**config.mk**
```make
export PLATFORM = sky130hd
export DESIGN_NAME = async_fifo_wr_ctrl
export DESIGN_NICKNAME = d
export VERILOG_FILES = /design/src/rtl/async_fifo_pkg.sv /design/src/rtl/async_fifo_gray_cnt.sv /design/src/rtl/async_fifo_wr_ctrl.sv
export SDC_FILE = /design/constraint.sdc
export NUM_CORES = 1
export LEC_CHECK = 0
export ABC_AREA = 1
export CORE_MARGIN = 4
export CORE_UTILIZATION = 45
export CTS_CLUSTER_SIZE = 28
export DETAILED_ROUTE_END_ITERATION = 10
export PLACE_DENSITY = 0.75
export SLEW_MARGIN = 40
export SYNTH_ARGS = -nofsm -noshare
export SYNTH_HDL_FRONTEND = slang
export SYNTH_SLANG_ARGS = --single-unit
export TNS_END_PERCENT = 100
```
**constraint.sdc**
```tcl
create_clock -name clk -period 2.55 [get_ports clk]
set_input_delay 0.51 -clock clk [delete_from_list [all_inputs] [get_ports clk]]
set_output_delay 0.51 -clock clk [all_outputs]
set_load 0.02 [all_outputs]
```
**src/rtl/async_fifo_pkg.sv**
```systemverilog
// Shared definitions for the async FIFO pointer controllers.
//
// Contents:
//   DEF_ADDR_W  default memory address width (depth 2^DEF_ADDR_W)
//   FN_W        working width of the code-conversion helpers
//   bin2gray    binary -> reflected Gray
//   gray2bin    reflected Gray -> binary
//
// The helpers work on a zero-extended FN_W-bit value. Zero bits above a
// pointer's width convert to zero bits, so calling a helper with
// FN_W'(ptr) and keeping the low ADDR_W+1 bits of the result gives the
// conversion at pointer width, for any pointer up to FN_W bits.
package async_fifo_pkg;

  localparam int DEF_ADDR_W = 4;
  localparam int FN_W       = 32;

  function automatic logic [FN_W-1:0] bin2gray(input logic [FN_W-1:0] b);
    return b ^ (b >> 1);
  endfunction

  // Each binary bit is the XOR of all Gray bits at or above it.
  function automatic logic [FN_W-1:0] gray2bin(input logic [FN_W-1:0] g);
    logic [FN_W-1:0] b;
    b[FN_W-1] = g[FN_W-1];
    for (int i = FN_W - 2; i >= 0; i--) b[i] = b[i+1] ^ g[i];
    return b;
  endfunction

endpackage

```
**src/rtl/async_fifo_gray_cnt.sv**
```systemverilog
// Dual-code (binary + Gray) pointer register, shared by the write-side and
// read-side FIFO controllers.
//
// Ports:
//   clk        in   clock
//   reset_n    in   synchronous active-low reset; clears both codes to 0
//   inc        in   advance the pointer by one at the next edge
//   bin        out  current binary pointer (registered)
//   gray       out  current Gray pointer (registered)
//   bin_next   out  binary value after this cycle's increment
//   gray_next  out  Gray value after this cycle's increment
//
// Both codes are stored in flops. The Gray register is therefore glitch-free
// and changes by at most one bit per edge, which makes it safe to hand to a
// synchronizer in another clock domain.
module async_fifo_gray_cnt
  import async_fifo_pkg::*;
#(
  parameter int W = DEF_ADDR_W + 1
) (
  input  logic         clk,
  input  logic         reset_n,
  input  logic         inc,
  output logic [W-1:0] bin,
  output logic [W-1:0] gray,
  output logic [W-1:0] bin_next,
  output logic [W-1:0] gray_next
);

  // Natural modulo-2^W wrap: all-ones + 1 -> 0, Gray 10..0 -> 00..0.
  assign bin_next  = bin + W'(inc);
  assign gray_next = W'(bin2gray(FN_W'(bin_next)));

  always_ff @(posedge clk) begin
    if (!reset_n) begin
      bin  <= '0;
      gray <= '0;
    end else begin
      bin  <= bin_next;
      gray <= gray_next;
    end
  end

endmodule

```
**src/rtl/async_fifo_wr_ctrl.sv**
```systemverilog
// Write-side pointer and flag controller for the async FIFO. Everything here
// runs on the write clock.
//
// Ports:
//   clk               in   write-domain clock
//   reset_n           in   synchronous active-low reset
//   wr_en             in   push request, sampled every cycle
//   rd_ptr_gray_sync  in   read pointer (Gray), already synchronized to clk
//   mem_we            out  memory write enable (combinational)
//   mem_waddr         out  memory write address
//   wr_ptr_gray       out  registered Gray write pointer for the read domain
//   full              out  registered full flag; pushes ignored while high
//   almost_full       out  registered, fill count >= AFULL_THRESH
//   wr_count          out  registered fill level, 0..2^ADDR_W
//   overflow          out  registered one-cycle pulse: push attempted while full
//
// The read pointer arrives late through the synchronizer, so full and
// wr_count lag reads and always err toward "fuller than it really is".
// That pessimism is intended: full can never drop before the slot is free.
module async_fifo_wr_ctrl
  import async_fifo_pkg::*;
#(
  parameter int ADDR_W       = DEF_ADDR_W,
  parameter int AFULL_THRESH = 12
) (
  input  logic              clk,
  input  logic              reset_n,
  input  logic              wr_en,
  input  logic [ADDR_W:0]   rd_ptr_gray_sync,
  output logic              mem_we,
  output logic [ADDR_W-1:0] mem_waddr,
  output logic [ADDR_W:0]   wr_ptr_gray,
  output logic              full,
  output logic              almost_full,
  output logic [ADDR_W:0]   wr_count,
  output logic              overflow
);

  localparam int PW = ADDR_W + 1;

  logic [PW-1:0] wbin;
  logic [PW-1:0] wbin_next;
  logic [PW-1:0] wgray_next;
  logic [PW-1:0] rgray;
  logic [PW-1:0] rbin;
  logic [PW-1:0] full_gray;
  logic [PW-1:0] count_next;
  logic          full_next;
  logic          afull_next;

  // Reset gating keeps the memory untouched while the block is held in reset.
  assign mem_we    = wr_en && !full && reset_n;
  assign mem_waddr = wbin[ADDR_W-1:0];

  async_fifo_gray_cnt #(.W(PW)) u_wptr (
    .clk       (clk),
    .reset_n   (reset_n),
    .inc       (mem_we),
    .bin       (wbin),
    .gray      (wr_ptr_gray),
    .bin_next  (wbin_next),
    .gray_next (wgray_next)
  );

  assign rgray = rd_ptr_gray_sync;
  assign rbin  = PW'(gray2bin(FN_W'(rgray)));

  // Writer is exactly one lap (2^ADDR_W entries) ahead of the reader when
  // its Gray pointer equals the reader's with the top two bits inverted.
  assign full_gray  = {~rgray[PW-1:PW-2], rgray[PW-3:0]};
  assign full_next  = (wgray_next == full_gray);
  assign count_next = wbin_next - rbin;
  assign afull_next = (count_next >= PW'(AFULL_THRESH));

  always_ff @(posedge clk) begin
    if (!reset_n) begin
      full        <= 1'b0;
      almost_full <= 1'b0;
      wr_count    <= '0;
      overflow    <= 1'b0;
    end else begin
      full        <= full_next;
      almost_full <= afull_next;
      wr_count    <= count_next;
      overflow    <= wr_en && full;
    end
  end

`ifdef ASSERT_ON
  localparam logic [PW-1:0] DEPTH = PW'(1 << ADDR_W);

  if (ADDR_W < 2 || AFULL_THRESH < 1 || AFULL_THRESH > (1 << ADDR_W)) begin : g_bad_param
    $error("async_fifo_wr_ctrl: ADDR_W must be >= 2 and AFULL_THRESH in 1..2^ADDR_W");
  end

  // Reset legitimately moves the pointer by several bits, so only check
  // cycles where the previous edge was not a reset edge.
  a_gray_one_bit: assert property (@(posedge clk) disable iff (!reset_n)
    $past(reset_n) |-> ($countones(wr_ptr_gray ^ $past(wr_ptr_gray)) <= 1));

  a_no_write_when_full: assert property (@(posedge clk) !(full && mem_we));

  a_count_range: assert property (@(posedge clk) disable iff (!reset_n)
    wr_count <= DEPTH);
`endif

endmodule

```
# After elaboration in Yosys (flattened, before gate mapping)
# Cells that the tools add are included.
[totals] regBits=18 word_cells=20 out_inout_bits=18 in_bits=8
[classes] n_bitwise=6 n_addsub=2 n_lt_le_gt_ge=1 n_eq_ne=1 reduce_logical=4
[op_table] op="adder 5 x 1 -> 5 bit" n=1
[op_table] op="equality test 5 bit" n=1
[op_table] op=">= comparator 5 x 4 -> 1 bit, second input constant" n=1
[op_table] op="subtractor 5 bit" n=1
[op_table] op="bitwise XOR 5 x 4 -> 5 bit" n=1
[op_table] op="bitwise XOR 1 bit" n=4
[op_table] op="logical AND 1 bit" n=3
[op_table] op="NOT 2 bit" n=1
[op_table] op="zero test 1 bit" n=1

# Longest topological paths before layout
[logic_depth] ltp_word=6 mapped_depth=16

# Hierarchy
# From an unflattened synthesis, not the netlist that was laid out.
[unflattened] cells_unflattened=126 hier_area_um2=922.1
[by_module_without_submodules] mod="async_fifo_wr_ctrl" area_each_um2=515.5 seq_area_each_um2=160.2 instances=1 cells_each=71
[by_module_without_submodules] mod="async_fifo_gray_cnt" area_each_um2=406.6 seq_area_each_um2=180.2 instances=1 cells_each=55

# Worst setup path after synthesis
# No wires, ideal clock.
[synth_timing] path_type="input port to flip-flop" from="input wr_en" to="register almost_full" n_path_buf=0 stages=14 setup_ns=0.115 required_ns=2.435 t_arrival_ns=2.400 setup_slack_ns=0.035 path_cell_list="nand2_1 > nor2_1 > ha_1 > ha_1 > nand2_1 > nand2_2 > inv_2 > ha_1 > inv_1 > o21bai_1 > a21oi_1 > nand3_1 > nand3_1 > nand2_1"
[synth_via] elab_chain_cells=5
[synth_rtl] element="start: declaration" line="async_fifo_wr_ctrl.sv:28" rtl="input logic wr_en,"
[synth_rtl] element="logical AND 1 bit (2 in a row)" line="async_fifo_wr_ctrl.sv:52" rtl="assign mem_we = wr_en && !full && reset_n;"
[synth_rtl] element="named net mem_we" line="async_fifo_wr_ctrl.sv:30" rtl="output logic mem_we,"
[synth_rtl] element="adder 5 x 1 -> 5 bit" line="async_fifo_gray_cnt.sv:31" rtl="assign bin_next = bin + W'(inc);"
[synth_rtl] element="named net u_wptr.bin_next[2]" line="async_fifo_gray_cnt.sv:26" rtl="output logic [W-1:0] bin_next,"
[synth_rtl] element="subtractor 5 bit" line="async_fifo_wr_ctrl.sv:72" rtl="assign count_next = wbin_next - rbin;"
[synth_rtl] element=">= comparator 5 x 4 -> 1 bit" line="async_fifo_wr_ctrl.sv:73" rtl="assign afull_next = (count_next >= PW'(AFULL_THRESH));"
[synth_rtl] element="end signal: assignment" line="async_fifo_wr_ctrl.sv:83" rtl="almost_full <= afull_next;"
[synth_rtl] element="end: declaration" line="async_fifo_wr_ctrl.sv:34" rtl="output logic almost_full,"
# The timed path passes the listed nets, and every way through them passes these cells.
# A chain may end at the register's enable or synchronous reset.

# Worst setup path after layout
[layout_timing] from="input reset_n" to="register almost_full"
[layout_via] elab_chain_cells=4
[layout_rtl] element="start: declaration" line="async_fifo_wr_ctrl.sv:27" rtl="input logic reset_n,"
[layout_rtl] element="logical AND 1 bit" line="async_fifo_wr_ctrl.sv:52"
[layout_rtl] element="adder 5 x 1 -> 5 bit" line="async_fifo_gray_cnt.sv:31"
[layout_rtl] element="named net u_wptr.bin_next[2]" line="async_fifo_gray_cnt.sv:26"
[layout_rtl] element="subtractor 5 bit" line="async_fifo_wr_ctrl.sv:72"
[layout_rtl] element=">= comparator 5 x 4 -> 1 bit" line="async_fifo_wr_ctrl.sv:73"
# The timed path passes the listed nets, and every way through them passes these cells.

==> impl_results.md <==
- Fmax: 0.410 GHz
- GP Congestion: 0.852
- Status: complete, no violations
- Mean Syn Cell Area: 7.11 um^2
- Largest net degree at the start of global routing: 12
- Setup Skew: 0.00445 ns
- Row Count: 16
- Height of the die: 54.5 um
- Yosys Warn Count: 0
- Leakage: 0.738 nW
- Setup Buffers After CTS: 0
- Syn nets: 153
- Simple-gate portion of the synthesized area: 34.9%
- Slew Viols, Final: 0
- Register area share after synthesis: 34.9%
- Synth Area in Adders: 11.0%
- Cell area after placement: 1400 um^2
- Via count: 1060
- Synth top cells by count: nand2_1, inv_1, dfxtp_1
- CP Max Fanout: 3
- Hold Path Sink: overflow$_SDFF_PN0_
- Buffers on Ports: 25
- Initial Utilization: 48.7%
- Source of the worst hold timing path: full$_SDFF_PN0_
- Diodes inserted: 0
- GRT overflow: 0
- Slew @ Worst Pin: 0.418 ns
- Switching part of the total power: 32.3%
- Hold Path Class: reg2reg
- Die width: 54.5 um
- Fill cells: 155
- Clock power share: 21.4%
- WHS Path Cells: 2
- Storage element area: 340 um^2
- Post-synthesis compound-gate area fraction: 3.85%
- Most used DFF post-synth: dfxtp_1
- Worst Path Arrival: 2.64 ns
- M2 GR Usage: 35.7%
- Final Critical Period: 2.44 ns
- Crit end category: flop
- Synth cell types: 21
- Synth Register Bits: 17
- Clock root cell: clkbuf_4
- Part of the power in combinational logic: 35.7%
- CTS tree: built
- Worst-case clock buffer depth: 2
- Endpoints failing hold: 0
- Htree depth: 1
- Flop pwr share: 43.0%
- Initial antenna violation count: 0
- Reg2Reg Depth: 13
- Number of remaining DRC errors: 0
- Ys async rst share: 0%
- Global route hottest layer: met2
- Most frequent cell after synthesis: nand2_1
- Core Box Area: 2000 um^2
- Clk sinks: 17
- XOR/XNOR Fraction of Synth Area: 6.03%
- Endpoints failing setup: 0
- Met3 Usage GRT: 3.27%
- WL final: 2590 um
- Crit start category: input pin
- Most common cell on crit path: nand2_1
- CP Cell Sequence: clkdlybuf4s50_1, nand2_1, nor2_2, ha_2, ha_4, nand2_1, nand2_2, inv_2, ha_1, inv_1, o21bai_1, a21oi_2, nand3_1, nand3_2, nand2_1
- Nets: 201
- GR Util met1: 19.5%
- Synthesized cell area: 975 um^2
- Mux cell area share after synthesis: 0%
- CTS Buf Count: 3
- R2r startpoint: full$_SDFF_PN0_
- Final Cycle Share: 95.6%
- Fin util: 73.4%
- DRT iter0 DRCs: 23
- Share of Yosys cell area claimed by the top area cell type: 34.9%
- Kind of cell adding the most delay to the critical path: adder cells
- EDFF count, synth: 0
- Stages on worst setup path: 15
- # IOs: 26
- Post-Synthesis Cells: 137
- Die area: 2970 um^2
- Slew margin rel.: 72.1%
- Area of the multi-input gates: 592 um^2
- Main combinational cell family by area after synthesis: simple AND/OR/NAND/NOR gates
- Layout cell share with drive strength beyond 1: 22.3%
- DP HPWL: 2030 um
- Cell internal pwr: 0.465 mW
- Crit path buf inv count: 3
- Max Cap Viol: 0
- Area Overhead vs Synth: 50.8%
- Routed len/inst: 12.3 um
- Top post-synthesis cells by area: dfxtp_1, nand2_1, ha_1, nand3_1, inv_1
- Net switching power: 0.222 mW
- R2R Path End: almost_full$_SDFF_PN0_
- First-pass GRT wire length: 4000 um
- R2R Setup Slk: 0.52 ns
- Hold buffer count at cts: 0
- Worst Path Class, Setup: in2reg
- Via density: 5.02
- Final instance area: 1470 um^2
- Clk pin slew, worst setup/hold paths: 0.10 ns
- Area leader, netlist: dfxtp_1
- PwrDens: 467 nW/um^2
- Required @ worst endpoint: 2.75 ns
- CP max stage cell: clkdlybuf4s50_1
- Final ANT Viol Nets: 0
- CP max stage delay: 0.49 ns
- Worst-Skew Late Latency: 0.29 ns
- Peak VDD IR: 0.326 mV
- GR Util All Layers: 19.2%
- Number of global-route vias before repair: 1004
- Pre-Repair DR Iteration Count: 4
## cells by family (layout without fill, tap and decap cells)
group	after synthesis	after routing
compound gates	7	7
xor+xnor	5	5
fa+ha+maj	8	8
buf+inv	23	70
flops	17	17
simple gates	77	77
## through the flow
| step | power (mW) | cells | hold slack, ns | worst slack (ns) | TNS (ns) |
|---|---|---|---|---|---|
| floorplan | 0.423 | 137 | 0.525 | 0.0352 | 0 |
| global placement | 0.524 | 207 | 0.451 | -0.323 | -0.991 |
| detailed placement | 0.533 | 207 | 0.453 | -0.384 | -1.23 |
| CTS | 0.676 | 211 | 0.468 | 0.00149 | 0 |
| global route | 0.720 | 211 | 0.520 | -0.00663 | -0.00663 |
| finish | 0.687 | 211 | 0.472 | 0.111 | 0 |
## layer usage
layer  routed length [um]  vias to the layer above  part of all wire [%]
li1                     -                      523                     -
met1                 1130                      492                    44
met2                 1260                       30                    49
met3                   88                       15                   3.4
met4                  112                        0                   4.3
met5                    0                        -                     0
## sequential cells by signal (all words and copies together) (netlist names)
name,flops
wr_count,5
u_wptr.gray,5
full,1
u_wptr.bin,4
almost_full,1
overflow,1
## area by class of cell
cell class / instances / area share, %
repair buffers: 45 / 27.1
clock inverters: 1 / 0.340
flip-flops and latches: 17 / 23.1
multi-input cells: 97 / 40.3
well taps: 27 / 2.30
clock buffers: 3 / 1.53
inverters: 21 / 5.36
## worst reg2reg max path, stage by stage, from the launching register on
cell,delay (ns)
dfxtp_1,0.34
nor2_2,0.13
ha_2,0.21
ha_4,0.15
nand2_1,0.08
nand2_2,0.11
inv_2,0.06
ha_1,0.31
inv_1,0.06
o21bai_1,0.08
a21oi_2,0.16
nand3_1,0.10
nand3_2,0.09
nand2_1,0.04
## worst max-delay path by stage
| stage | startpoint | endpoint | slack, ns |
|---|---|---|---|
| 4_1_cts | reset_n | almost_full$_SDFF_PN0_ | 0.001 |
| 2_1_floorplan | wr_en | almost_full$_SDFF_PN0_ | 0.04 |
| 5_1_grt | rd_ptr_gray_sync[2] | almost_full$_SDFF_PN0_ | -0.007 |
| 3_5_place_dp | rd_ptr_gray_sync[3] | almost_full$_SDFF_PN0_ | -0.38 |
| 3_3_place_gp | rd_ptr_gray_sync[3] | almost_full$_SDFF_PN0_ | -0.32 |
| 6_report | reset_n | almost_full$_SDFF_PN0_ | 0.11 |
## cells in the final DEF (no fill, tap or decap)
master	instances
a21oi_1	3
a21oi_2	2
and2_1	1
buf_4	20
clkbuf_4	3
clkdlybuf4s50_1	23
clkinv_2	1
dfxtp_1	17
dlygate4sd2_1	2
fa_2	1
ha_1	4
ha_2	1
ha_4	2
inv_1	19
inv_2	2
nand2_1	40
nand2_2	3
nand3_1	14
nand3_2	3
nand4_1	4
nor2_1	10
nor2_2	1
o21ai_1	1
o21bai_1	1
or2_1	1
xnor2_2	1
xor2_1	3
xor2_2	1
## power groups by stage
stage | sequential (mW) | combinational [mW] | clock, mW
5_1_grt | 0.297 | 0.266 | 0.157
3_5_place_dp | 0.301 | 0.232 | 0
4_1_cts | 0.295 | 0.234 | 0.147
2_1_floorplan | 0.329 | 0.0941 | 0
6_report | 0.295 | 0.245 | 0.147
3_3_place_gp | 0.299 | 0.225 | 0
## repair_timing
action | in CTS | in global routing
pin swaps | 3 | 6
resized for setup | 3 | 10
hold endpoints to repair | 0 | 0
endpoints found under the setup margin | 2 | 3
(Power assumes the default switching activity.)
